==> config.mk <==
export PLATFORM = sky130hd
export DESIGN_NAME = ctrl_fsm
export DESIGN_NICKNAME = d
export VERILOG_FILES = /design/src/rtl/ctrl_pkg.sv /design/src/rtl/ctrl_decode.sv /design/src/rtl/ctrl_fsm.sv
export SDC_FILE = /design/constraint.sdc
export NUM_CORES = 1
export LEC_CHECK = 0
export BUFFER_PORTS_ARGS = -buffer_cell sky130_fd_sc_hd__clkbuf_2
export CORE_ASPECT_RATIO = 2
export CORE_MARGIN = 8
export CORE_UTILIZATION = 40
export DETAILED_ROUTE_END_ITERATION = 12
export HOLD_SLACK_MARGIN = 0.02
export PLACE_DENSITY = 0.74
export SLEW_MARGIN = 20
export SYNTH_ARGS = -nofsm -noshare
export SYNTH_HDL_FRONTEND = slang
export SYNTH_HIERARCHICAL = 1
export SYNTH_SLANG_ARGS = --single-unit
==> constraint.sdc <==
create_clock -name clk -period 3.9 [get_ports clk]
set_input_delay 0.585 -clock clk [delete_from_list [all_inputs] [get_ports clk]]
set_output_delay 0.585 -clock clk [all_outputs]
set_load 0.01 [all_outputs]
==> src/rtl/ctrl_pkg.sv <==
// rtl/ctrl_pkg.sv - shared opcodes, state/type enums and ALU encodings for ctrl_fsm
package ctrl_pkg;

    // Major opcodes recognised by the sequencer
    localparam logic [6:0] OP_R  = 7'b0110011;
    localparam logic [6:0] OP_I  = 7'b0010011;
    localparam logic [6:0] OP_LD = 7'b0000011;
    localparam logic [6:0] OP_S  = 7'b0100011;
    localparam logic [6:0] OP_B  = 7'b1100011;

    // alu_op encodings
    localparam logic [1:0] ALU_ADD = 2'b00;
    localparam logic [1:0] ALU_BR  = 2'b01;
    localparam logic [1:0] ALU_RF  = 2'b10;
    localparam logic [1:0] ALU_IF  = 2'b11;

    typedef enum logic [2:0] {
        ST_FETCH = 3'd0,
        ST_RS1   = 3'd1,
        ST_RS2   = 3'd2,
        ST_EXEC  = 3'd3,
        ST_MEM   = 3'd4,
        ST_WB    = 3'd5,
        ST_TRAP  = 3'd6
    } state_t;

    typedef enum logic [2:0] {
        IT_R   = 3'd0,
        IT_I   = 3'd1,
        IT_LD  = 3'd2,
        IT_S   = 3'd3,
        IT_B   = 3'd4,
        IT_ILL = 3'd5
    } itype_t;

    // ALU operation selected for each instruction type during EXEC
    function automatic logic [1:0] alu_op_of(input itype_t t);
        case (t)
            IT_R:    return ALU_RF;
            IT_I:    return ALU_IF;
            IT_B:    return ALU_BR;
            default: return ALU_ADD;
        endcase
    endfunction

    // Types that need a second register operand (and therefore an RS2 phase)
    function automatic logic reads_rs2(input itype_t t);
        return (t == IT_R) || (t == IT_S) || (t == IT_B);
    endfunction

    // Types whose B operand is the immediate
    function automatic logic uses_imm(input itype_t t);
        return (t == IT_I) || (t == IT_LD) || (t == IT_S);
    endfunction

endpackage

==> src/rtl/ctrl_decode.sv <==
// rtl/ctrl_decode.sv - combinational instruction decode: type, register fields, legality
module ctrl_decode
    import ctrl_pkg::*;
#(
    parameter int INSTR_W = 32,
    parameter int REG_AW  = 5
) (
    input  logic [INSTR_W-1:0] ir,
    output itype_t             itype,
    output logic [REG_AW-1:0]  rs1,
    output logic [REG_AW-1:0]  rs2,
    output logic [REG_AW-1:0]  rd,
    output logic               legal
);

    // funct fields are interpreted by the ALU, not by the sequencer
    logic unused_funct;
    assign unused_funct = ^{ir[INSTR_W-1:25], ir[14:12]};

    // Classify the major opcode; anything unrecognised is illegal
    always_comb begin
        itype = IT_ILL;
        case (ir[6:0])
            OP_R:    itype = IT_R;
            OP_I:    itype = IT_I;
            OP_LD:   itype = IT_LD;
            OP_S:    itype = IT_S;
            OP_B:    itype = IT_B;
            default: itype = IT_ILL;
        endcase
    end

    assign rs1   = ir[15 +: REG_AW];
    assign rs2   = ir[20 +: REG_AW];
    assign rd    = ir[7  +: REG_AW];
    assign legal = (itype != IT_ILL);

endmodule

==> src/rtl/ctrl_fsm.sv <==
// rtl/ctrl_fsm.sv - multi-cycle control sequencer for reg_file; CTRL_PERF_EN adds cycle/retire counters
module ctrl_fsm
    import ctrl_pkg::*;
#(
    parameter int INSTR_W = 32,
    parameter int REG_AW  = 5,
    parameter int PERF_W  = 32
) (
    input  logic               clk,
    input  logic               rst_n,
    output logic               imem_req,
    input  logic               imem_valid,
    input  logic [INSTR_W-1:0] imem_data,
    output logic [REG_AW-1:0]  reg_addr,
    output logic               reg_write,
    output logic               reg_control,
    output logic               mem_to_reg,
    output logic               opa_en,
    output logic               opb_en,
    output logic [1:0]         alu_op,
    output logic               alu_src,
    input  logic               br_cond,
    output logic               dmem_req,
    output logic               dmem_we,
    input  logic               dmem_ready,
    output logic               pc_we,
    output logic               pc_src,
    output logic               illegal,
    output logic [PERF_W-1:0]  cyc_cnt,
    output logic [PERF_W-1:0]  ret_cnt
);

    state_t             state;
    state_t             state_nxt;
    logic [INSTR_W-1:0] ir;
    logic [INSTR_W-1:0] ir_nxt;
    itype_t             ity;
    logic               fetch_fire;
    logic               pc_we_q;
    logic               st_done;

    itype_t             dec_type;
    logic [REG_AW-1:0]  dec_rs1;
    logic [REG_AW-1:0]  dec_rs2;
    logic [REG_AW-1:0]  dec_rd;
    logic               dec_legal;

    // A fetch completes only while the request is actually being driven
    assign fetch_fire = (state == ST_FETCH) && imem_req && imem_valid;

    // IR value for the next cycle; equals ir everywhere except an accepted fetch
    always_comb begin
        ir_nxt = ir;
        if (fetch_fire) begin
            ir_nxt = imem_data;
        end
    end

    // Decode the upcoming IR so every output can be registered for the state it belongs to
    ctrl_decode #(
        .INSTR_W (INSTR_W),
        .REG_AW  (REG_AW)
    ) u_decode (
        .ir    (ir_nxt),
        .itype (dec_type),
        .rs1   (dec_rs1),
        .rs2   (dec_rs2),
        .rd    (dec_rd),
        .legal (dec_legal)
    );

    // Next-state selection; one phase per cycle, MEM waits on dmem_ready
    always_comb begin
        state_nxt = state;
        case (state)
            ST_FETCH: begin
                if (fetch_fire) begin
                    state_nxt = ST_RS1;
                end
            end
            ST_RS1: begin
                if (!dec_legal) begin
                    state_nxt = ST_TRAP;
                end else if (reads_rs2(dec_type)) begin
                    state_nxt = ST_RS2;
                end else begin
                    state_nxt = ST_EXEC;
                end
            end
            ST_RS2: state_nxt = ST_EXEC;
            ST_EXEC: begin
                case (dec_type)
                    IT_B:       state_nxt = ST_FETCH;
                    IT_R, IT_I: state_nxt = ST_WB;
                    default:    state_nxt = ST_MEM;
                endcase
            end
            ST_MEM: begin
                if (dmem_ready) begin
                    state_nxt = (dec_type == IT_S) ? ST_FETCH : ST_WB;
                end
            end
            ST_WB:   state_nxt = ST_FETCH;
            ST_TRAP: state_nxt = ST_TRAP;
            default: state_nxt = ST_FETCH;
        endcase
    end

    // State, IR and registered Moore outputs, loaded with the values of the state being entered
    always_ff @(posedge clk or negedge rst_n) begin
        if (!rst_n) begin
            state       <= ST_FETCH;
            ir          <= '0;
            ity         <= IT_ILL;
            imem_req    <= 1'b0;
            reg_addr    <= '0;
            reg_write   <= 1'b0;
            reg_control <= 1'b0;
            mem_to_reg  <= 1'b0;
            opa_en      <= 1'b0;
            opb_en      <= 1'b0;
            alu_op      <= ALU_ADD;
            alu_src     <= 1'b0;
            dmem_req    <= 1'b0;
            dmem_we     <= 1'b0;
            pc_we_q     <= 1'b0;
            illegal     <= 1'b0;
        end else begin
            state       <= state_nxt;
            ir          <= ir_nxt;
            ity         <= dec_type;
            imem_req    <= 1'b0;
            reg_addr    <= '0;
            reg_write   <= 1'b0;
            reg_control <= 1'b0;
            mem_to_reg  <= 1'b0;
            opa_en      <= 1'b0;
            opb_en      <= 1'b0;
            alu_op      <= ALU_ADD;
            alu_src     <= 1'b0;
            dmem_req    <= 1'b0;
            dmem_we     <= 1'b0;
            pc_we_q     <= 1'b0;
            illegal     <= 1'b0;
            case (state_nxt)
                ST_FETCH: imem_req <= 1'b1;
                ST_RS1:   reg_addr <= dec_rs1;
                ST_RS2: begin
                    // rs1 data appears on reg_file out during the cycle after RS1
                    reg_addr <= dec_rs2;
                    opa_en   <= 1'b1;
                end
                ST_EXEC: begin
                    // Two-operand types latch rs2 here; single-operand types latch rs1
                    opb_en  <= reads_rs2(dec_type);
                    opa_en  <= !reads_rs2(dec_type);
                    alu_src <= uses_imm(dec_type);
                    alu_op  <= alu_op_of(dec_type);
                    pc_we_q <= (dec_type == IT_B);
                end
                ST_MEM: begin
                    dmem_req <= 1'b1;
                    dmem_we  <= (dec_type == IT_S);
                end
                ST_WB: begin
                    // Writes to x0 are suppressed but the instruction still retires
                    reg_addr    <= dec_rd;
                    reg_control <= 1'b1;
                    mem_to_reg  <= (dec_type == IT_LD);
                    reg_write   <= (dec_rd != '0);
                    pc_we_q     <= 1'b1;
                end
                ST_TRAP:  illegal <= 1'b1;
                default:  imem_req <= 1'b0;
            endcase
        end
    end

    // Input-qualified strobes use the registered type so no path runs from imem_data
    assign st_done = (state == ST_MEM) && (ity == IT_S) && dmem_ready;
    assign pc_we   = pc_we_q | st_done;
    assign pc_src  = (state == ST_EXEC) && (ity == IT_B) && br_cond;

`ifdef CTRL_PERF_EN
    logic [PERF_W-1:0] cyc_q;
    logic [PERF_W-1:0] ret_q;

    // Free-running cycle count and retirement count, both wrapping
    always_ff @(posedge clk or negedge rst_n) begin
        if (!rst_n) begin
            cyc_q <= '0;
            ret_q <= '0;
        end else begin
            cyc_q <= cyc_q + PERF_W'(1);
            if (pc_we) begin
                ret_q <= ret_q + PERF_W'(1);
            end
        end
    end

    assign cyc_cnt = cyc_q;
    assign ret_cnt = ret_q;
`else
    assign cyc_cnt = '0;
    assign ret_cnt = '0;
`endif

endmodule

==> results.tsv, run 1 <==
stage	metric	value	unit
cts	cts_buffers	5	
run	maxCapViolCount	0	
global_routing	grtUsageTotal	0.107	
die	initial_core_util	0.413	
global_routing	grt_pass1_vias	1745	
pwr	finalPower	1.99	mW
timing	timing.final.crit_period	3.57	ns
cts	clk_path_buf_depth	2	
layout	drive_above_1_share	0.337	
layout	post-route-cell-area	2760	µm²
route	via_per_inst	4.23	
layout	num-nets-final	309	
cts	cts_tree	done	
placed_design	hpwl	3950	µm
setup_path	reg2reg_slack	0.33	ns
route	drcViolationCount	0	
cts	h-tree-depth	2	
cts	hold_buffers	0	
synth	yosysWarnings	6	
setup_path	r2r_start	state[1]	
synth	syn_area	2610	µm²
pwr	worst_ir_drop_vdd	0.212	mV
pwr	pwr-share-comb	0.358	
timing	finalSetupTns	0	ns
timing	worst_pin_slew	0.563	ns
die	die_w	73.1	µm
placed_design	dpl_cell_area	2560	µm²
hold_path	min_path_type	primary input to asynchronous set/reset pin	
cts	cts_setup_buffers	0	
layout	n_antenna_cell	0	
pwr	p_int	1.35	mW
setup_path	endpoint_kind	flip-flop	
placed_design	io_buffer_count	45	
cts	postCtsResizedCells	0	
global_routing	grt.overflow.total	0	
route	m1WireLength	1770	µm
cts	clockRootBuffer	clkbuf_16	
layout	top_regs	ir (22), reg_addr (5)	
layout	final_core_util	0.438	
status	status	complete, no violations	
layout	area_delta_synth_final	5.90	%
route	wl	4830	µm
route	drt_pass1_iterations	4	
pwr	power.share.clock	0.272	
route	drt_iter0_markers	39	
die	dieHeight	130	µm
layout	largest_register	ir	
timing	hold_viol_final	0	
timing	rsz0062_at_grt	false	
setup_path	cp_max_fo	9	
layout	seqCellArea	1150	µm²
route	wl_met2	2610	µm
die	coreArea	6310	µm²
setup_path	r2r-end	reg_addr[2]	
timing	setup_violations	0	
setup_path	start_kind	flip-flop	
pwr	power.switching	647	µW
pwr	p_seq_frac	0.371	
setup_path	cp.required	4.04	ns
synth	syn-instance-count	238	
timing	max_clock_freq	280	MHz
global_routing	grt_pass1_wl	7750	µm
setup_path	crit_arrival	3.71	ns
pwr	p_sw_frac	0.324	
layout	largest_reg_flops	22	
placed_design	gp_congestion	0.890	
layout	fillers	587	
die	dieArea	9510	µm²
route	dr_wl_met3	296	µm
route	routed.top_layer	met4	
pwr	p_per_area	722	nW/µm²
setup_path	critPathKind	flip-flop to flip-flop	
synth	syn_avg_cell_area	11.0	µm²
timing	post-route-period-util	0.916	
cts	cts.sinks	46	
route	num_vias	1518	
global_routing	antenna_found_initial	0	
cts	clock_latency	0.29	ns
cts	clk_pin_slew	0.06	ns
timing	maxSlewViolCount	0	
timing	relSlewSlack	0.624	
die	io-pin-count	120	
route	wl_per_cell	13.5	µm
timing	skew	0.00628	ns
route	ant_nets	0	
global_routing	grt_max_degree	47	
pwr	leakage	1.42	nW
die	placement_rows	41	
layout	multi_input_area	996	µm²
setup_path	r2r_cells	10	
final cells by class:
type                    instances  share of cell area
repair buffers                 49              0.0933
clock inverters                 3              0.0249
multi-input cells             156               0.361
clock buffers                   5              0.0453
well taps                      86              0.0390
flip-flops and latches         46               0.418
inverters                      14              0.0190
layer usage:
layer / GRT usage / up-vias
met5: 0 / -
met4: 0.0760 / 0
met3: 0.0307 / 10
met2: 0.189 / 74
met1: 0.102 / 721
li1: - / 713
worst max-delay path, cell delays in order, from the launching register on:
cell and delay (ns):
dfrtp_1 0.46, or4b_4 0.62, nor2_8 0.16, mux2_2 0.36, nor2_1 0.15, and3_1 0.23, nand2b_2 0.16, nand3b_1 0.26
and4b_1 0.32, o31ai_4 0.47, o221ai_1 0.21
cells in the final DEF (no fill, tap or decap), drive strengths merged, types with 3 or more instances in the layout:
cell	n
mux2	22
nor2	7
nand2	10
nor3	4
nor4	5
o221ai	5
nand3b	4
nand2b	3
inv	14
o21ai	4
nor3b	3
conb	64
a21oi	5
buf	5
dfrtp	44
clkbuf	49
and3	3
through the flow:
step | setup slack [ns] | cells | hold slack, ns
floorplan | 0.617 | 301 | 0.289
CTS | 0.258 | 359 | 0.500
global route | 0.0842 | 359 | 0.340
detailed placement | 0.157 | 351 | 0.485
finish | 0.327 | 359 | 0.295
global placement | 0.190 | 351 | 0.479
power groups by stage:
stage | registers (mW) | logic (mW) | clock network (mW)
floorplan | 0.756 | 0.696 | 0
global placement | 0.742 | 0.707 | 0
detailed placement | 0.751 | 0.723 | 0
CTS | 0.743 | 0.724 | 0.557
global route | 0.760 | 0.798 | 0.565
finish | 0.740 | 0.713 | 0.542
worst max-delay path by stage:
stage / start / end / slack (ns) / cells past startpoint
2_1_floorplan: imem_valid / reg_addr[0] / 0.62 / 12
3_5_place_dp: imem_valid / reg_addr[2] / 0.16 / 11
6_report: state[1] / reg_addr[2] / 0.33 / 10
4_1_cts: state[1] / reg_addr[2] / 0.26 / 10
5_1_grt: state[1] / reg_addr[2] / 0.08 / 10
3_3_place_gp: imem_valid / reg_addr[2] / 0.19 / 11
(Power assumes the default switching activity.)
==> inputs of run 2 (changes only) <==
--- a/config.mk
+++ b/config.mk
@@ -12,6 +12,7 @@
 export DETAILED_ROUTE_END_ITERATION = 12
 export HOLD_SLACK_MARGIN = 0.02
 export PLACE_DENSITY = 0.74
+export RECOVER_POWER = 50
 export SLEW_MARGIN = 20
 export SYNTH_ARGS = -nofsm -noshare
 export SYNTH_HDL_FRONTEND = slang
==> results.tsv, run 2 (same netlist as run 1, synthesis figures left out) <==
stage	metric	value	unit
setup_path	cp_cell_sequence	or4b_4 -> nor2_8 -> mux2_2 -> nor2_1 -> and3_1 -> nand2b_2 -> nand3b_1 -> and4b_1 -> o31ai_4 -> o221ai_1	
setup_path	crit_arrival	3.71	ns
setup_path	cp_slowest_cell	or4b_4	
timing	post-route-period-util	0.916	
setup_path	reg2reg_slack	0.33	ns
route	ant_nets	0	
die	initial_core_util	0.413	
die	die_w	73.1	µm
layout	num-nets-final	309	
layout	top_regs	ir (22), reg_addr (5)	
setup_path	critPathBufInv	0	
die	dieHeight	130	µm
layout	multi_input_area	996	µm²
cts	cts.sinks	46	
pwr	leakage	1.39	nW
layout	n_antenna_cell	0	
timing	skew	0.00628	ns
layout	final_cell_count_no_fill	359	
layout	layout_common_cells	conb_1, dfrtp_1, clkbuf_2, mux2_2, inv_1	
placed_design	place_ws	0.157	ns
cts	cts_setup_buffers	0	
timing	timing.final.crit_period	3.57	ns
layout	area_delta_synth_final	5.37	%
hold_path	min_to	ir[23]	
timing	relSlewSlack	-0.588	
layout	largest_reg_flops	22	
setup_path	r2r_start	state[1]	
global_routing	grt_max_degree	47	
route	drcViolationCount	0	
route	wl_per_cell	13.5	µm
placed_design	io_buffer_count	45	
cts	cts_tree	done	
timing	maxSlewViolCount	47	
global_routing	grtUsageTotal	0.107	
layout	fillers	588	
setup_path	endpoint_kind	flip-flop	
setup_path	start_kind	flip-flop	
layout	drive_above_1_share	0.304	
pwr	p_per_area	723	nW/µm²
run	maxCapViolCount	1	
global_routing	antenna_found_initial	0	
cts	clock_latency	0.29	ns
placed_design	dp.cells	351	
setup_path	cp_max_fo	9	
pwr	finalPower	1.99	mW
global_routing	grt_pass1_vias	1745	
cts	cts_buffers	5	
die	io-pin-count	120	
timing	setup_violations	0	
route	wl	4840	µm
setup_path	cp.required	4.04	ns
route	drt_iter0_markers	39	
layout	final_common_cell	conb_1	
placed_design	gp_congestion	0.890	
pwr	worst_ir_drop_vdd	0.212	mV
placed_design	hpwl	3950	µm
cts	hold_buffers	0	
layout	largest_register	ir	
cts	clockRootBuffer	clkbuf_16	
setup_path	r2r_cells	10	
timing	fin_ws	0.327	ns
setup_path	r2r-end	reg_addr[2]	
cts	clk_pin_slew	0.06	ns
hold_path	min_path_type	flip-flop to flip-flop	
route	via_per_inst	4.23	
timing	worst_pin_slew	2.38	ns
die	dieArea	9510	µm²
timing	rsz0062_at_grt	false	
die	coreArea	6310	µm²
global_routing	grt.overflow.total	0	
setup_path	slowest_delay	0.62	ns
cts	clk_path_buf_depth	2	
route	drt_pass1_iterations	4	
layout	seqCellArea	1150	µm²
setup_path	crit_family	simple AND/OR/NAND/NOR gates	
timing	max_clock_freq	280	MHz
status	violations	capacitance limit, slew limit	
hold_path	whs_path_depth	1	
setup_path	critPathKind	flip-flop to flip-flop	
global_routing	grt_pass1_wl	7750	µm
cts	postCtsResizedCells	0	
status	status	complete, but fails checks	
timing	hold_viol_final	0	
die	placement_rows	41	
route	num_vias	1519	
timing	finalSetupTns	0	ns
hold_path	hold_path_startpoint	ir[23]	
cts	h-tree-depth	2	
[run 2: worst max path at each step]
stage	from	end	slack [ns]	cells past startpoint
floorplan	imem_valid	reg_addr[0]	0.62	12
global placement	imem_valid	reg_addr[2]	0.19	11
detailed placement	imem_valid	reg_addr[2]	0.16	11
CTS	state[1]	reg_addr[2]	0.26	10
global route	state[1]	reg_addr[2]	0.08	10
finish	state[1]	reg_addr[2]	0.33	10
[run 2: per-stage QoR]
step	hold slack (ns)	instance area, µm²	utilization
floorplan	0.289	2840	-
global placement	0.479	2560	0.407
detailed placement	0.485	2560	0.407
CTS	0.500	2760	0.437
global route	0.516	2750	0.435
finish	0.495	2750	0.435
[run 2: worst register-to-register path, delay by kind of cell, from the launching register on]
kind	cells	cell delay (ns)
simple gates	7	1.92
compound gates	2	0.68
flops	1	0.46
mux	1	0.36
[run 2: where the power goes]
part / switching [mW] / leakage, nW / total, mW / internal [mW]
Combinational: 0.401 / 0.710 / 0.706 / 0.305
Sequential: 0.0724 / 0.582 / 0.740 / 0.667
Clock: 0.174 / 0.0940 / 0.542 / 0.368
Total: 0.647 / 1.39 / 1.99 / 1.34
[run 2: area by class of cell]
type	instances	share of cell area
Clock buffer	5	0.0455
Clock inverter	3	0.0250
Inverter	14	0.0191
Multi-Input combinational cell	156	0.362
Sequential cell	46	0.420
Tap cell	86	0.0392
Timing Repair Buffer	49	0.0888
[run 2: layer usage]
layer / global-route usage / up-vias / routed length, µm
li1: - / 713 / -
met1: 0.102 / 722 / 1790
met2: 0.189 / 74 / 2610
met3: 0.0307 / 10 / 288
met4: 0.0760 / 0 / 149
met5: 0 / - / 0
